==> src/rtl/qkv_stream_issuer_pkg.sv <==
// Local definitions for the Q/K/V stream issuer: FSM states, FIFO depth and
// an address-width helper that stays legal for single-row memories.
package qkv_stream_issuer_pkg;
    typedef enum logic [1:0] {
        ST_IDLE = 2'd0,
        ST_RUN  = 2'd1,
        ST_DONE = 2'd2
    } state_e;

    localparam int FIFO_DEPTH = 2;

    // $clog2(1) is 0, which would make a zero-width address port.
    function automatic int addr_w(input int n);
        return (n > 1) ? $clog2(n) : 1;
    endfunction
endpackage

==> src/rtl/sys_defs_pkg.sv <==
// Shared datapath definitions for the attention block: vector payload types
// and the sequence-length ceiling used as the default row count.
`ifndef MAX_SEQ_LENGTH
`define MAX_SEQ_LENGTH 8
`endif

package sys_defs_pkg;
    localparam int VEC_LEN = 4;
    localparam int ELEM_W  = 16;

    typedef logic [VEC_LEN-1:0][ELEM_W-1:0] Q_VECTOR_T;
    typedef logic [VEC_LEN-1:0][ELEM_W-1:0] K_VECTOR_T;
    typedef logic [VEC_LEN-1:0][ELEM_W-1:0] V_VECTOR_T;
endpackage

==> src/rtl/qkv_stream_issuer_if.sv <==
// SRAM read ports and Q/K/V valid/ready streams of the issuer. The issuer
// side is the master; SRAMs and the dot-product consumer sit on the slave side.
interface qkv_stream_issuer_if #(
    parameter int SEQ_LEN    = `MAX_SEQ_LENGTH,
    parameter int NUM_Q_ROWS = `MAX_SEQ_LENGTH
);
    import sys_defs_pkg::*;
    import qkv_stream_issuer_pkg::*;

    localparam int QAW = addr_w(NUM_Q_ROWS);
    localparam int KAW = addr_w(SEQ_LEN);

    logic           q_mem_ren, k_mem_ren, v_mem_ren;
    logic [QAW-1:0] q_mem_addr;
    logic [KAW-1:0] k_mem_addr, v_mem_addr;
    Q_VECTOR_T      q_mem_rdata;
    K_VECTOR_T      k_mem_rdata;
    V_VECTOR_T      v_mem_rdata;

    logic           Q_vld_out, K_vld_out, V_vld_out;
    logic           Q_rdy_in, K_rdy_in, V_rdy_in;
    Q_VECTOR_T      q_out;
    K_VECTOR_T      k_out;
    V_VECTOR_T      v_out;

    modport master (
        output q_mem_ren, k_mem_ren, v_mem_ren,
        output q_mem_addr, k_mem_addr, v_mem_addr,
        input  q_mem_rdata, k_mem_rdata, v_mem_rdata,
        output Q_vld_out, K_vld_out, V_vld_out,
        input  Q_rdy_in, K_rdy_in, V_rdy_in,
        output q_out, k_out, v_out
    );

    modport slave (
        input  q_mem_ren, k_mem_ren, v_mem_ren,
        input  q_mem_addr, k_mem_addr, v_mem_addr,
        output q_mem_rdata, k_mem_rdata, v_mem_rdata,
        input  Q_vld_out, K_vld_out, V_vld_out,
        output Q_rdy_in, K_rdy_in, V_rdy_in,
        input  q_out, k_out, v_out
    );
endinterface

==> src/rtl/qkv_stream_issuer_stream_fetch_channel.sv <==
// One fetch channel: reads TOTAL rows from a 1-cycle-latency SRAM (address
// wrapping at ADDR_MOD), buffers them in a 2-entry FIFO and presents them on
// a valid/ready stream.
module stream_fetch_channel
    import qkv_stream_issuer_pkg::*;
#(
    parameter type T        = logic [31:0],
    parameter int  TOTAL    = 1,
    parameter int  ADDR_MOD = 1,
    parameter int  AW       = 1
) (
    input  logic          clk,
    input  logic          rst,
    input  logic          clr_i,
    input  logic          run_i,
    output logic          ren_o,
    output logic [AW-1:0] addr_o,
    input  T              rdata_i,
    output logic          vld_o,
    input  logic          rdy_i,
    output T              data_o,
    output logic          last_accepted_o
);
    localparam int CW = $clog2(TOTAL + 1);

    T              fifo_q [FIFO_DEPTH];
    logic          wr_ptr_q, rd_ptr_q;
    logic [1:0]    count_q, count_d;
    logic          inflight_q;
    logic [CW-1:0] issued_q, issued_d;
    logic [CW-1:0] accepted_q, accepted_d;
    logic [AW-1:0] addr_q, addr_d;
    logic          push, pop;

    // Read data lands one cycle after ren; the in-flight flag marks it.
    assign push            = inflight_q;
    assign pop             = vld_o && rdy_i;
    assign vld_o           = (count_q != 2'd0);
    assign data_o          = fifo_q[rd_ptr_q];
    assign addr_o          = addr_q;
    assign last_accepted_o = (accepted_q == CW'(TOTAL));

    // Issue while a FIFO slot is guaranteed; a pop this cycle frees one,
    // which is what lets the channel stream back-to-back at 1 item/cycle.
    always_comb begin
        ren_o = run_i
             && ((int'(count_q) + int'(inflight_q) - int'(pop)) < FIFO_DEPTH)
             && (issued_q < CW'(TOTAL));
    end

    // Next-state for counters and the wrapping read address.
    always_comb begin
        count_d    = count_q + 2'(push) - 2'(pop);
        issued_d   = issued_q;
        accepted_d = accepted_q;
        addr_d     = addr_q;
        if (clr_i) begin
            issued_d   = '0;
            accepted_d = '0;
            addr_d     = '0;
        end else begin
            if (ren_o) begin
                issued_d = issued_q + 1'b1;
                addr_d   = (addr_q == AW'(ADDR_MOD - 1)) ? '0 : addr_q + 1'b1;
            end
            if (pop) accepted_d = accepted_q + 1'b1;
        end
    end

    // Control state; reset drops in-flight reads so late rdata is ignored.
    always_ff @(posedge clk) begin
        if (rst) begin
            count_q    <= '0;
            wr_ptr_q   <= 1'b0;
            rd_ptr_q   <= 1'b0;
            inflight_q <= 1'b0;
            issued_q   <= '0;
            accepted_q <= '0;
            addr_q     <= '0;
        end else begin
            count_q    <= count_d;
            inflight_q <= ren_o;
            issued_q   <= issued_d;
            accepted_q <= accepted_d;
            addr_q     <= addr_d;
            if (push) wr_ptr_q <= ~wr_ptr_q;
            if (pop)  rd_ptr_q <= ~rd_ptr_q;
        end
    end

    // FIFO storage; contents are meaningless while count is zero.
    always_ff @(posedge clk) begin
        if (push) fifo_q[wr_ptr_q] <= rdata_i;
    end
endmodule

==> src/rtl/qkv_stream_issuer.sv <==
// Issues one Q row then SEQ_LEN K and V rows per query row to the attention
// dot-product stage. The top only sequences the job; each stream is an
// independent fetch channel.
module qkv_stream_issuer
    import sys_defs_pkg::*;
    import qkv_stream_issuer_pkg::*;
#(
    parameter int SEQ_LEN    = `MAX_SEQ_LENGTH,
    parameter int NUM_Q_ROWS = `MAX_SEQ_LENGTH
) (
    input  logic                clk,
    input  logic                rst,
    input  logic                start,
    output logic                busy,
    output logic                done,
    qkv_stream_issuer_if.master bus
);
    localparam int QAW    = addr_w(NUM_Q_ROWS);
    localparam int KAW    = addr_w(SEQ_LEN);
    localparam int KV_TOT = NUM_Q_ROWS * SEQ_LEN;

    state_e state_q, state_d;
    logic   run, clr;
    logic   q_last, k_last, v_last;

    // State register.
    always_ff @(posedge clk) begin
        if (rst) state_q <= ST_IDLE;
        else     state_q <= state_d;
    end

    // Next state: start only counts in IDLE; finish when every channel drained.
    always_comb begin
        state_d = state_q;
        case (state_q)
            ST_IDLE: if (start) state_d = ST_RUN;
            ST_RUN:  if (q_last && k_last && v_last) state_d = ST_DONE;
            ST_DONE: state_d = ST_IDLE;
            default: state_d = ST_IDLE;
        endcase
    end

    // Outputs: clr rewinds the channels on the accepting start edge.
    always_comb begin
        run  = (state_q == ST_RUN);
        clr  = (state_q == ST_IDLE) && start;
        busy = (state_q == ST_RUN) || (state_q == ST_DONE);
        done = (state_q == ST_DONE);
    end

    stream_fetch_channel #(.T(Q_VECTOR_T), .TOTAL(NUM_Q_ROWS), .ADDR_MOD(NUM_Q_ROWS), .AW(QAW)) u_q (
        .clk, .rst, .clr_i(clr), .run_i(run),
        .ren_o(bus.q_mem_ren), .addr_o(bus.q_mem_addr), .rdata_i(bus.q_mem_rdata),
        .vld_o(bus.Q_vld_out), .rdy_i(bus.Q_rdy_in), .data_o(bus.q_out),
        .last_accepted_o(q_last)
    );

    stream_fetch_channel #(.T(K_VECTOR_T), .TOTAL(KV_TOT), .ADDR_MOD(SEQ_LEN), .AW(KAW)) u_k (
        .clk, .rst, .clr_i(clr), .run_i(run),
        .ren_o(bus.k_mem_ren), .addr_o(bus.k_mem_addr), .rdata_i(bus.k_mem_rdata),
        .vld_o(bus.K_vld_out), .rdy_i(bus.K_rdy_in), .data_o(bus.k_out),
        .last_accepted_o(k_last)
    );

    stream_fetch_channel #(.T(V_VECTOR_T), .TOTAL(KV_TOT), .ADDR_MOD(SEQ_LEN), .AW(KAW)) u_v (
        .clk, .rst, .clr_i(clr), .run_i(run),
        .ren_o(bus.v_mem_ren), .addr_o(bus.v_mem_addr), .rdata_i(bus.v_mem_rdata),
        .vld_o(bus.V_vld_out), .rdy_i(bus.V_rdy_in), .data_o(bus.v_out),
        .last_accepted_o(v_last)
    );
endmodule

==> src/flat_wrapper.sv <==
// flat-port wrapper written by rule: the top's interface ports become plain ports
module qkv_stream_issuer_flat import sys_defs_pkg::*; import qkv_stream_issuer_pkg::*;
#(
    parameter int SEQ_LEN    = `MAX_SEQ_LENGTH,
    parameter int NUM_Q_ROWS = `MAX_SEQ_LENGTH
)
  (clk, rst, start, busy, done, bus_q_mem_ren, bus_k_mem_ren, bus_v_mem_ren, bus_q_mem_addr, bus_k_mem_addr, bus_v_mem_addr, bus_q_mem_rdata, bus_k_mem_rdata, bus_v_mem_rdata, bus_Q_vld_out, bus_K_vld_out, bus_V_vld_out, bus_Q_rdy_in, bus_K_rdy_in, bus_V_rdy_in, bus_q_out, bus_k_out, bus_v_out);
  qkv_stream_issuer_if #(.SEQ_LEN(SEQ_LEN), .NUM_Q_ROWS(NUM_Q_ROWS)) bus_i ();
  input  logic clk;
  input  logic rst;
  input  logic start;
  output logic busy;
  output logic done;
  output wire logic [$bits(bus_i.q_mem_ren)-1:0] bus_q_mem_ren;
  output wire logic [$bits(bus_i.k_mem_ren)-1:0] bus_k_mem_ren;
  output wire logic [$bits(bus_i.v_mem_ren)-1:0] bus_v_mem_ren;
  output wire logic [$bits(bus_i.q_mem_addr)-1:0] bus_q_mem_addr;
  output wire logic [$bits(bus_i.k_mem_addr)-1:0] bus_k_mem_addr;
  output wire logic [$bits(bus_i.v_mem_addr)-1:0] bus_v_mem_addr;
  input wire logic [$bits(bus_i.q_mem_rdata)-1:0] bus_q_mem_rdata;
  input wire logic [$bits(bus_i.k_mem_rdata)-1:0] bus_k_mem_rdata;
  input wire logic [$bits(bus_i.v_mem_rdata)-1:0] bus_v_mem_rdata;
  output wire logic [$bits(bus_i.Q_vld_out)-1:0] bus_Q_vld_out;
  output wire logic [$bits(bus_i.K_vld_out)-1:0] bus_K_vld_out;
  output wire logic [$bits(bus_i.V_vld_out)-1:0] bus_V_vld_out;
  input wire logic [$bits(bus_i.Q_rdy_in)-1:0] bus_Q_rdy_in;
  input wire logic [$bits(bus_i.K_rdy_in)-1:0] bus_K_rdy_in;
  input wire logic [$bits(bus_i.V_rdy_in)-1:0] bus_V_rdy_in;
  output wire logic [$bits(bus_i.q_out)-1:0] bus_q_out;
  output wire logic [$bits(bus_i.k_out)-1:0] bus_k_out;
  output wire logic [$bits(bus_i.v_out)-1:0] bus_v_out;
  assign bus_q_mem_ren = bus_i.q_mem_ren;
  assign bus_k_mem_ren = bus_i.k_mem_ren;
  assign bus_v_mem_ren = bus_i.v_mem_ren;
  assign bus_q_mem_addr = bus_i.q_mem_addr;
  assign bus_k_mem_addr = bus_i.k_mem_addr;
  assign bus_v_mem_addr = bus_i.v_mem_addr;
  assign bus_i.q_mem_rdata = bus_q_mem_rdata;
  assign bus_i.k_mem_rdata = bus_k_mem_rdata;
  assign bus_i.v_mem_rdata = bus_v_mem_rdata;
  assign bus_Q_vld_out = bus_i.Q_vld_out;
  assign bus_K_vld_out = bus_i.K_vld_out;
  assign bus_V_vld_out = bus_i.V_vld_out;
  assign bus_i.Q_rdy_in = bus_Q_rdy_in;
  assign bus_i.K_rdy_in = bus_K_rdy_in;
  assign bus_i.V_rdy_in = bus_V_rdy_in;
  assign bus_q_out = bus_i.q_out;
  assign bus_k_out = bus_i.k_out;
  assign bus_v_out = bus_i.v_out;
  qkv_stream_issuer #(.SEQ_LEN(SEQ_LEN), .NUM_Q_ROWS(NUM_Q_ROWS)) u_core (.clk(clk), .rst(rst), .start(start), .busy(busy), .done(done), .bus(bus_i));
endmodule
==> config.mk <==
export PLATFORM = sky130hd
export DESIGN_NAME = qkv_stream_issuer_flat
export DESIGN_NICKNAME = d
export VERILOG_FILES = /design/src/rtl/qkv_stream_issuer_pkg.sv /design/src/rtl/sys_defs_pkg.sv /design/src/rtl/qkv_stream_issuer_if.sv /design/src/rtl/qkv_stream_issuer_stream_fetch_channel.sv /design/src/rtl/qkv_stream_issuer.sv /design/src/flat_wrapper.sv
export SDC_FILE = /design/constraint.sdc
export NUM_CORES = 1
export LEC_CHECK = 0
export ABC_CLOCK_PERIOD_IN_PS = 5200
export CORE_MARGIN = 5
export CORE_UTILIZATION = 48
export CTS_CLUSTER_SIZE = 40
export DETAILED_ROUTE_END_ITERATION = 16
export DONT_BUFFER_PORTS = 1
export GPL_ROUTABILITY_DRIVEN = 0
export HOLD_SLACK_MARGIN = 0.03
export PLACE_DENSITY_LB_ADDON = 0.25
export SLEW_MARGIN = 20
export SYNTH_ARGS = -nofsm -noshare
export SYNTH_HDL_FRONTEND = slang
export SYNTH_SLANG_ARGS = --single-unit
==> constraint.sdc <==
create_clock -name clk -period 5.2 [get_ports clk]
set_input_delay 1.04 -clock clk [delete_from_list [all_inputs] [get_ports clk]]
set_output_delay 1.04 -clock clk [all_outputs]
set_load 0.03 [all_outputs]
==> metrics.txt, run 1 <==
port bufs=0; asr flop ratio synth=0; vias in the first global route=8059; critical path capture point type=output pin; Finished Layout Cells=roughly 1500; cell taking the most area after synthesis=edfxtp_1; area of the multi-input gates=between 3000 and 4000 um2; top cell type's share of synthesized area=0.681; worst clock skew=7.93 ps; Fmax=approximately 240 MHz; Synth cell types=42; HPWL after DPL=around 23000 um; worst-path cell chain=or2_2 > nand2_1 > xnor2_1 > ha_1 > inv_1 > fa_1 > xnor2_1 > a22o_1 > nand2_1 > inv_1; die height=198 um; Slew Limit Fails=0; max-cap viol count=0; Syn Inst Count=948; die area=39100 um2; Hold Path End=u_core.u_q.issued_q[3]; core area=34700 um2; Post-Synth XOR/XNOR Area=0.0119; hold-critical path depth=2; worst setup path start=u_core.u_q.count_q[1]; Fillers=2720; Power Density=564 nW/um2; post-CTS setup buffers=0; DR vias=7828; syn_nets=between 1000 and 1500; clk sinks=roughly 450; Die X-Extent=198 um; Post-Synth Simple-Gate Area=0.0416; Syn. warnings=0; max_slew headroom=0.318; setup violators final=0; count leader, synth=edfxtp_1; worst slew pin tran=1020 ps; placed insts=about 1400; Worst Hold Class=reg -> reg; largest family of logic cells by synthesized area=multiplexers; # IOs=407; worst-case clock buffer depth=3; adder-cell share of the synthesized area=0.0250; Synth Area in Compound Gates=0.0186; Clock Pin Slew Worst Setup and Hold Paths=60 ps; Lkg Pwr=0.00616 uW; initial antenna violation count=1; largest net degree at the start of global routing=65; CP max FO=6; Num CTS Buffers=46; worst vdd ir=382 uV; all-layer global routing usage=0.165; first-pass GRT wire length=48900 um; Post-synth top cells=384 x edfxtp_1, 192 x mux2_2, 65 x dfxtp_1; Root Driver=clkbuf_16; CTS tree=built; setup TNS=0 ps; # hold bufs at CTS=0; setup ws final=between 1000 and 1500 ps; Syn Std Cell Area=between 15000 and 20000 um2; Final min period=4180 ps; status=completed; Seq. cell area=approximately 13000 um2; WP buf/inv=2; GRT overflow=0; multiplexer area fraction after synthesis=0.134; RSZ-0062 raised after global routing=no; Seq/Total Area, Yosys=0.758; FF-to-FF End=u_core.u_k.addr_o[1]; worst-path cell with the longest stage delay=or2_2; Req. time, crit path=4160 ps; CTS H-tree depth=2; flip-flop and latch count after synthesis=approximately 450; number of synthesized flops with an enable pin=roughly 380; hold_sp=u_core.u_q.issued_q[3]; Max stage delay on crit path=about 420 ps; final hold violation count=0; pre-CTS setup slack=1360 ps; FF-to-FF path depth=10; Mapped Avg Cell Area=17.9 um2; DR iter-0 viols=328; cts repair resizes=0; final design utilization=0.544; Most used DFF post-synth=edfxtp_1; nets=1208; share of layout cells above drive strength 1=0.280; Routed wire per std cell=22.9 um; Critical Path Start Type=flip-flop; num rows=68; synth top area cells=edfxtp_1 68%, mux2_2 13%, dfxtp_1 7.7%; vias per inst=approximately 5.4; clk_lat worst skew=between 500 and 600 ps; Layout area overhead=11.6%; R2R setup slack=approximately 2300 ps; Pre-Repair DR Iteration Count=5; Routed Antenna Nets=0; Post-Route WL=roughly 34000 um; critical path type=reg -> out; # DRC=0; launch point of the worst reg-to-reg path=u_core.u_k.count_q[1]; Final period util=0.803; Worst Path Arrival=approximately 3100 ps; initial core utilization=0.487; Crit path max-delay family=simple AND/OR/NAND/NOR gates
==> metrics by stage <==
| step | total power (uW) | hold WS [ps] | cell area [um2] |
|---|---|---|---|
| 3_5_place_dp | 7750 | 468 | 17500 |
| 2_1_floorplan | 7220 | 439 | 16900 |
| 3_3_place_gp | 7720 | 459 | 17500 |
| 4_1_cts | 10800 | 477 | 18900 |
| 6_report | 10700 | 475 | 18900 |
| 5_1_grt | 11100 | 514 | 18900 |
==> registers in the layout (all words and copies together) (netlist names), 7 cells and up, named ones only <==
register / count
u_core.u_k.accepted_q: 7
u_core.u_k.fifo_q: 128
u_core.u_k.issued_q: 7
u_core.u_q.fifo_q: 128
u_core.u_v.accepted_q: 7
u_core.u_v.fifo_q: 128
u_core.u_v.issued_q: 7
==> worst max-delay path by stage <==
stage	slack (ps)	cells past startpoint	endpoint
floorplan	1320	8	bus_v_mem_ren
global placement	1440	9	bus_q_mem_ren
detailed placement	1360	9	bus_q_mem_ren
CTS	970	10	bus_q_mem_ren
global route	750	10	bus_q_mem_ren
finish	1020	10	bus_q_mem_ren
==> metal layers <==
layer	vias to the layer above	GRT usage	wire length, um
met4	0	0.0630	1210
met3	68	0.0783	3590
met5	-	0	0
met1	3842	0.181	12000
li1	3639	-	-
met2	279	0.279	16700
==> where the power goes <==
part / internal [uW] / leakage, uW / switching [uW]
clock: 1770 / 0.000667 / 1260
combinational: 822 / 0.00149 / 2080
sequential: 4450 / 0.00400 / 271
total: 7040 / 0.00616 / 3620
==> tightest hold or removal path, cell delays in order, from the launching register on <==
cell,delay [ps]
dfxtp_1,320
nand2_1,50
o21ai_0,60
==> cell usage in the layout (no fill, tap or decap), types with 10 or more instances in the layout <==
cell type	n
a21oi_1	22
buf_4	12
clkbuf_1	13
clkbuf_16	47
dfxtp_1	62
edfxtp_1	384
ha_1	29
inv_1	16
mux2_2	192
mux2i_1	11
nand2_1	37
nor2_1	46
o21ai_0	10
xnor2_1	15
==> cells by family after synthesis <==
family | after synthesis
AO/OA/AOI/OAI | 52
adder cells (fa/ha/maj) | 32
multiplexers | 203
XOR/XNOR | 23
flip-flops | 449
buffers and inverters | 46
AND/OR/NAND/NOR | 143
==> area by class of cell <==
class                      instances  share of cell area
multi-input combinational        453               0.209
clock inverter                    14             0.00649
antenna                            2            0.000265
timing repair buffer              12             0.00477
tap                              455              0.0301
inverter                          16             0.00318
sequential                       449               0.679
clock buffer                      62              0.0663
Power figures use the tool's default switching activity.
==> inputs of run 2 (changes only) <==
Settings changed: ABC_AREA set to 1, ABC_CLOCK_PERIOD_IN_PS 5200 to 3900.
Clock period 5.2 ns to 3.9 ns, I/O delays scaled along.
==> run 2 against run 1 <==
Net effect:
- cell count increased by 6.4%
- cell area is 1.2% higher
- setup slack got worse by 770 ps
- die area grew 1.2%
- global-route usage is 0.18 points higher
- core utilization is 0.40 points lower
- via count rose by 2.8%
- clock skew about the same
- critical path type unchanged
- largest cell class unchanged
==> metrics.txt, run 2 <==
worst slew pin tran=between 900 and 1000 ps; nets=1289; critical path capture point type=output pin; M1 WL=11900 um; Routed wire per std cell=between 20 and 25 um; all-layer global routing usage=0.167; RSZ-0062 raised after global routing=no; Crit path max-delay family=adder cells; Most used DFF post-synth=edfxtp_1; cts repair resizes=0; Slew Limit Fails=0; final hold violation count=0; Pre-Repair DR Iteration Count=6; Syn. warnings=0; CTS tree=built; Critical Path Start Type=flip-flop; syn_nets=about 1300; post-CTS setup buffers=0; WP buf/inv=3; port bufs=0; clk sinks=449; cell taking the most area after synthesis=edfxtp_1; Req. time, crit path=3120 ps; num rows=69; Mapped Avg Cell Area=~17 um2; Post-Route WL=34200 um; vias per inst=just over 5; asr flop ratio synth=0; most common cell after layout, fill and taps aside=edfxtp_1; Fillers=roughly 2800; largest net degree at the start of global routing=65; DR iter-0 viols=roughly 270; first-pass GRT wire length=50200 um; Syn Std Cell Area=~17000 um2; hold_sp=rst; launch point of the worst reg-to-reg path=u_core.u_v.count_q[1]; Fmax=274 MHz; # DRC=0; hold-critical path depth=1; count leader, synth=edfxtp_1; routed wl met2=between 15000 and 20000 um; Final min period=3650 ps; HPWL after DPL=around 24000 um; # hold bufs at CTS=0; clk_lat worst skew=540 ps; DR vias=8045; met3 WL post-DR=4320 um; Root Driver=clkbuf_16; R2R setup slack=1050 ps; max-cap viol count=0; CTS H-tree depth=2; Worst Path Arrival=approximately 2900 ps; number of synthesized flops with an enable pin=between 300 and 400; Lkg Pwr=0.00636 uW; Layout area overhead=11.6%; initial core utilization=0.484; flip-flop and latch count after synthesis=roughly 450; initial antenna violation count=0; setup TNS=0 ps; worst-case clock buffer depth=3; worst clock skew=7.52 ps; Max stage delay on crit path=530 ps; GRT overflow=0; Hold Path End=u_core.u_k.count_q[1]; Seq/Total Area, Yosys=0.749; critical path type=reg -> out; Post-Layout Inst Area=about 19000 um2; DR top layer=met4; pre-CTS setup slack=around 660 ps; DP Area=17700 um2; Power Density=743 nW/um2; worst-path cell chain=inv_2 > nand2_2 > nand2_4 > xor2_1 > ha_1 > inv_1 > fa_1 > nand3_1 > nand2_1 > nand2_2 > inv_2; # IOs=407; # diodes=0; CP max FO=14; die area=roughly 40000 um2; setup violators final=0; die height=199 um; Largest regs=u_core.u_k.fifo_q: 128 flops, u_core.u_q.fifo_q: 128 flops, u_core.u_v.fifo_q: 128 flops; top cell type's share of synthesized area=0.673; Post-synth top cells=384 x edfxtp_1, 192 x mux2_2, 73 x nand2_1; setup ws final=252 ps; max_slew headroom=0.397; FF-to-FF path depth=14; synth top area cells=edfxtp_1 67%, mux2_2 13%, dfxtp_1 7.6%; final design utilization=0.540; Final period util=0.935; Syn Inst Count=1025; Routed Antenna Nets=0; commonest non-fill, non-tap cells in the layout=384 x edfxtp_1, 192 x mux2_2, 73 x nand2_1; FF-to-FF End=u_core.u_v.issued_q[5]; worst vdd ir=just over 500 uV; core area=35400 um2; Die X-Extent=199 um; vias in the first global route=8408; status=completed; worst-path cell with the longest stage delay=fa_1; share of layout cells above drive strength 1=0.283; Synth cell types=34; Num CTS Buffers=46; Worst Hold Class=in -> reg; Clock Pin Slew Worst Setup and Hold Paths=60 ps
==> run 2: cell count changes after synthesis, sizes merged, moves of 12 or more <==
cell and change:
clkbuf -24, nand3 +16, nand2 +44, xnor2 -12
buf +22, nor2 +27, inv +46
==> run 2: stage by stage <==
step | hold slack [ps] | instances | total power [uW]
6_report | 305 | 1556 | 14200
5_1_grt | 272 | 1556 | 14900
4_1_cts | 255 | 1556 | 14400
3_5_place_dp | 447 | 1472 | 10200
3_3_place_gp | 430 | 1472 | 10200
2_1_floorplan | 425 | 1025 | 9590
==> run 2: metal layers <==
metal	track usage	up-vias
met4	0.0534	0
li1	-	3807
met1	0.180	3910
met2	0.284	279
met5	0	-
met3	0.0876	49
==> run 2: worst register-to-register path, stage by stage, from the launching register on <==
cell      delay (ps)
dfxtp_1          380
inv_2             80
nand2_2          190
nand2_4          140
xor2_1           170
ha_1             190
inv_1             60
fa_1             540
nand3_2          100
a21boi_2         390
buf_4            260
nand2_1           70
nand2_1           70
inv_1             40
nor2_1            90
==> run 2: logic make-up after synthesis <==
group                      count (synthesis)  share of synthesized area
xor gates and xnor gates                  14                    0.00716
adders and majority gates                 32                     0.0247
AOI/OAI and AO/OA                         63                     0.0209
and+or+nand+nor                          184                     0.0467
buffers and inverters                     91                     0.0253
DFF                                      449                      0.749
muxes                                    192                      0.126
==> run 2: power breakdown <==
group / switching (uW) / internal, uW
logic: 2710 / 1030
clock network: 1710 / 2450
registers: 391 / 5920
==> run 2: cell type report <==
class | instances | area [um2] | area share
Inverter | 63 | 238 | 0.0124
Clock buffer | 58 | 1240 | 0.0649
Tap cell | 461 | 577 | 0.0302
Multi-Input combinational cell | 485 | 3890 | 0.203
Sequential cell | 449 | 12800 | 0.671
Clock inverter | 26 | 201 | 0.0105
Timing Repair Buffer | 14 | 143 | 0.00746
==> run 2: worst max path at each step <==
stage	start	end	slack, ps	cells after the start
floorplan	u_core.u_q.inflight_q	u_core.u_q.fifo_q[0][0]	290	2
global placement	bus_K_rdy_in	bus_k_mem_ren	710	9
detailed placement	bus_K_rdy_in	bus_k_mem_ren	660	9
CTS	u_core.u_k.count_q[1]	bus_k_mem_ren	180	11
global route	u_core.u_k.count_q[1]	bus_k_mem_ren	8	11
finish	u_core.u_k.count_q[1]	bus_k_mem_ren	250	11
==> inputs of run 3 (changes only) <==
Settings changed: CELL_PAD_IN_SITES_DETAIL_PLACEMENT set to 2, CELL_PAD_IN_SITES_GLOBAL_PLACEMENT set to 2, CORE_UTILIZATION 48 to 44.
==> run 3 against run 2 <==
Net effect:
- global-route usage is 4.6 points higher
- fmax hardly changed
- clock-buffer cell count is 7 higher
- combinational power is 5% higher
- critical path depth stayed put
- cell count is 3.7% higher
- first-iteration DRC count is 42% higher
- highest routed layer unchanged
==> metrics.txt, run 3 (same netlist as run 2, synthesis figures left out) <==
status=completed; largest net degree at the start of global routing=65; clk_lat worst skew=580 ps; commonest non-fill, non-tap cells in the layout=384 x edfxtp_1, 192 x mux2_2, 73 x nand2_1; R2R setup slack=1040 ps; DR vias=around 8500; critical path type=reg -> out; Crit path depth=11; die height=207 um; CP endpoint=bus_k_mem_ren; Slew Limit Fails=0; critical path capture point type=output pin; setup violators final=0; worst clock skew=between 15 and 20 ps; port bufs=0; worst setup path start=u_core.u_k.count_q[1]; most common cell after layout, fill and taps aside=edfxtp_1; all-layer global routing usage=0.212; Root Driver=clkbuf_16; # DRC=0; first-pass GRT wire length=67400 um; initial antenna violation count=1; Power Density=758 nW/um2; FF-to-FF End=u_core.u_v.issued_q[5]; final design utilization=0.499; Final min period=3650 ps; Top cell by count, worst path=nand2_2; setup TNS=0 ps; Routed wire per std cell=about 29 um; worst vdd ir=around 520 uV; Largest regs=u_core.u_k.fifo_q: 128 flops, u_core.u_q.fifo_q: 128 flops, u_core.u_v.fifo_q: 128 flops; num rows=72; CTS tree=built; Worst Path Arrival=~2900 ps; launch point of the worst reg-to-reg path=u_core.u_v.count_q[1]; Die X-Extent=207 um; Layout area overhead=12.3%; total power=14600 uW; nets=1291; Lkg Pwr=0.00638 uW; Final period util=0.936; Crit path max-delay family=adder cells; DR iter-0 viols=377; worst slew pin tran=910 ps; hold-critical path depth=1; final hold violation count=0; worst-path cell chain=inv_2 > nand2_2 > nand2_4 > xor2_1 > ha_1 > inv_1 > fa_1 > nand3_1 > nand2_1 > nand2_2 > inv_4; worst-path cell with the longest stage delay=fa_1; Max stage delay on crit path=530 ps; CP max FO=14; worst-case clock buffer depth=3; Worst Hold Class=in -> reg; die area=around 43000 um2; Fmax=around 270 MHz; Pre-Repair DR Iteration Count=4; Clock Pin Slew Worst Setup and Hold Paths=60 ps; Routed Antenna Nets=0; vias in the first global route=between 9000 and 10000; Critical Path Start Type=flip-flop; # IOs=407; # hold bufs at CTS=0; vias per inst=5.26; GRT overflow=0; HPWL after DPL=33200 um; core area=slightly below 40000 um2; share of layout cells above drive strength 1=0.282; RSZ-0062 raised after global routing=no; Req. time, crit path=around 3100 ps; WP buf/inv=3; FF-to-FF path depth=14; CTS H-tree depth=2; max_slew headroom=0.393; initial core utilization=0.444; Num CTS Buffers=48; clk sinks=between 400 and 500; max-cap viol count=0; Post-Route WL=between 40000 and 50000 um
[run 3: changes by cell type in the layout (fill, tap and decap cells not counted), moves of 2 or more]
cell and change:
clkbuf_1 +6, clkbuf_16 +3, clkinv_1 -6, diode_2 +2, inv_6 -2, clkinvlp_4 -2
[run 3: final cells by class]
cell class / instances / area [um2]
clock buffer: 65 / 1320
antenna: 2 / 5.00
fill: 3564 / 19300
multi-input combinational: 485 / 3890
tap: 518 / 648
clock inverter: 17 / 163
sequential: 449 / 12800
timing repair buffer: 14 / 143
inverter: 63 / 240
[run 3: report_power, final]
part / leakage, uW / switching, uW / internal (uW)
sequential: 0.00400 / 393 / 5930
combinational: 0.00165 / 2880 / 1020
clock: 0.000724 / 1820 / 2550
[run 3: worst min path at each step]
stage                   startpoint                    end  slack [ps]
5_1_grt                        rst  u_core.u_k.count_q[1]         240
3_3_place_gp   u_core.u_k.rd_ptr_q              flip-flop         430
4_1_cts                        rst  u_core.u_v.count_q[1]         230
3_5_place_dp   u_core.u_k.rd_ptr_q              flip-flop         450
6_report                       rst  u_core.u_k.count_q[1]         280
2_1_floorplan  u_core.u_v.rd_ptr_q              flip-flop         430
[run 3: through the flow]
| stage | setup WS, ps | instance area [um2] | cells | hold WS [ps] |
|---|---|---|---|---|
| 4_1_cts | 101 | 19200 | 1611 | 234 |
| 2_1_floorplan | 295 | 17100 | 1025 | 425 |
| 3_5_place_dp | 623 | 17800 | 1529 | 446 |
| 3_3_place_gp | 663 | 17800 | 1529 | 427 |
| 5_1_grt | 36.8 | 19200 | 1613 | 238 |
| 6_report | 251 | 19200 | 1613 | 283 |
[run 3: worst register-to-register path, stage by stage (launching register included)]
cell and delay, ps:
dfxtp_1 380, inv_2 90, nand2_2 200, nand2_4 140
xor2_1 170, ha_1 200, inv_1 70, fa_1 550
nand3_2 100, a21boi_2 390, buf_4 270, nand2_1 70
nand2_1 60, inv_1 30, nor2_1 80
[run 3: timing repair]
action,in CTS,in global routing
gates resized for setup,0,2
buffers inserted,0,0
endpoints found under the hold margin,0,0
setup endpoints to repair,0,1
[run 3: layer usage]
| metal | GRT usage | part of all wire | routed length, um |
|---|---|---|---|
| met3 | 0.0996 | 0.097 | 4510 |
| met5 | 0 | 0 | 0 |
| met4 | 0.0479 | 0.017 | 777 |
| met2 | 0.391 | 0.54 | 25400 |
| met1 | 0.219 | 0.34 | 16000 |
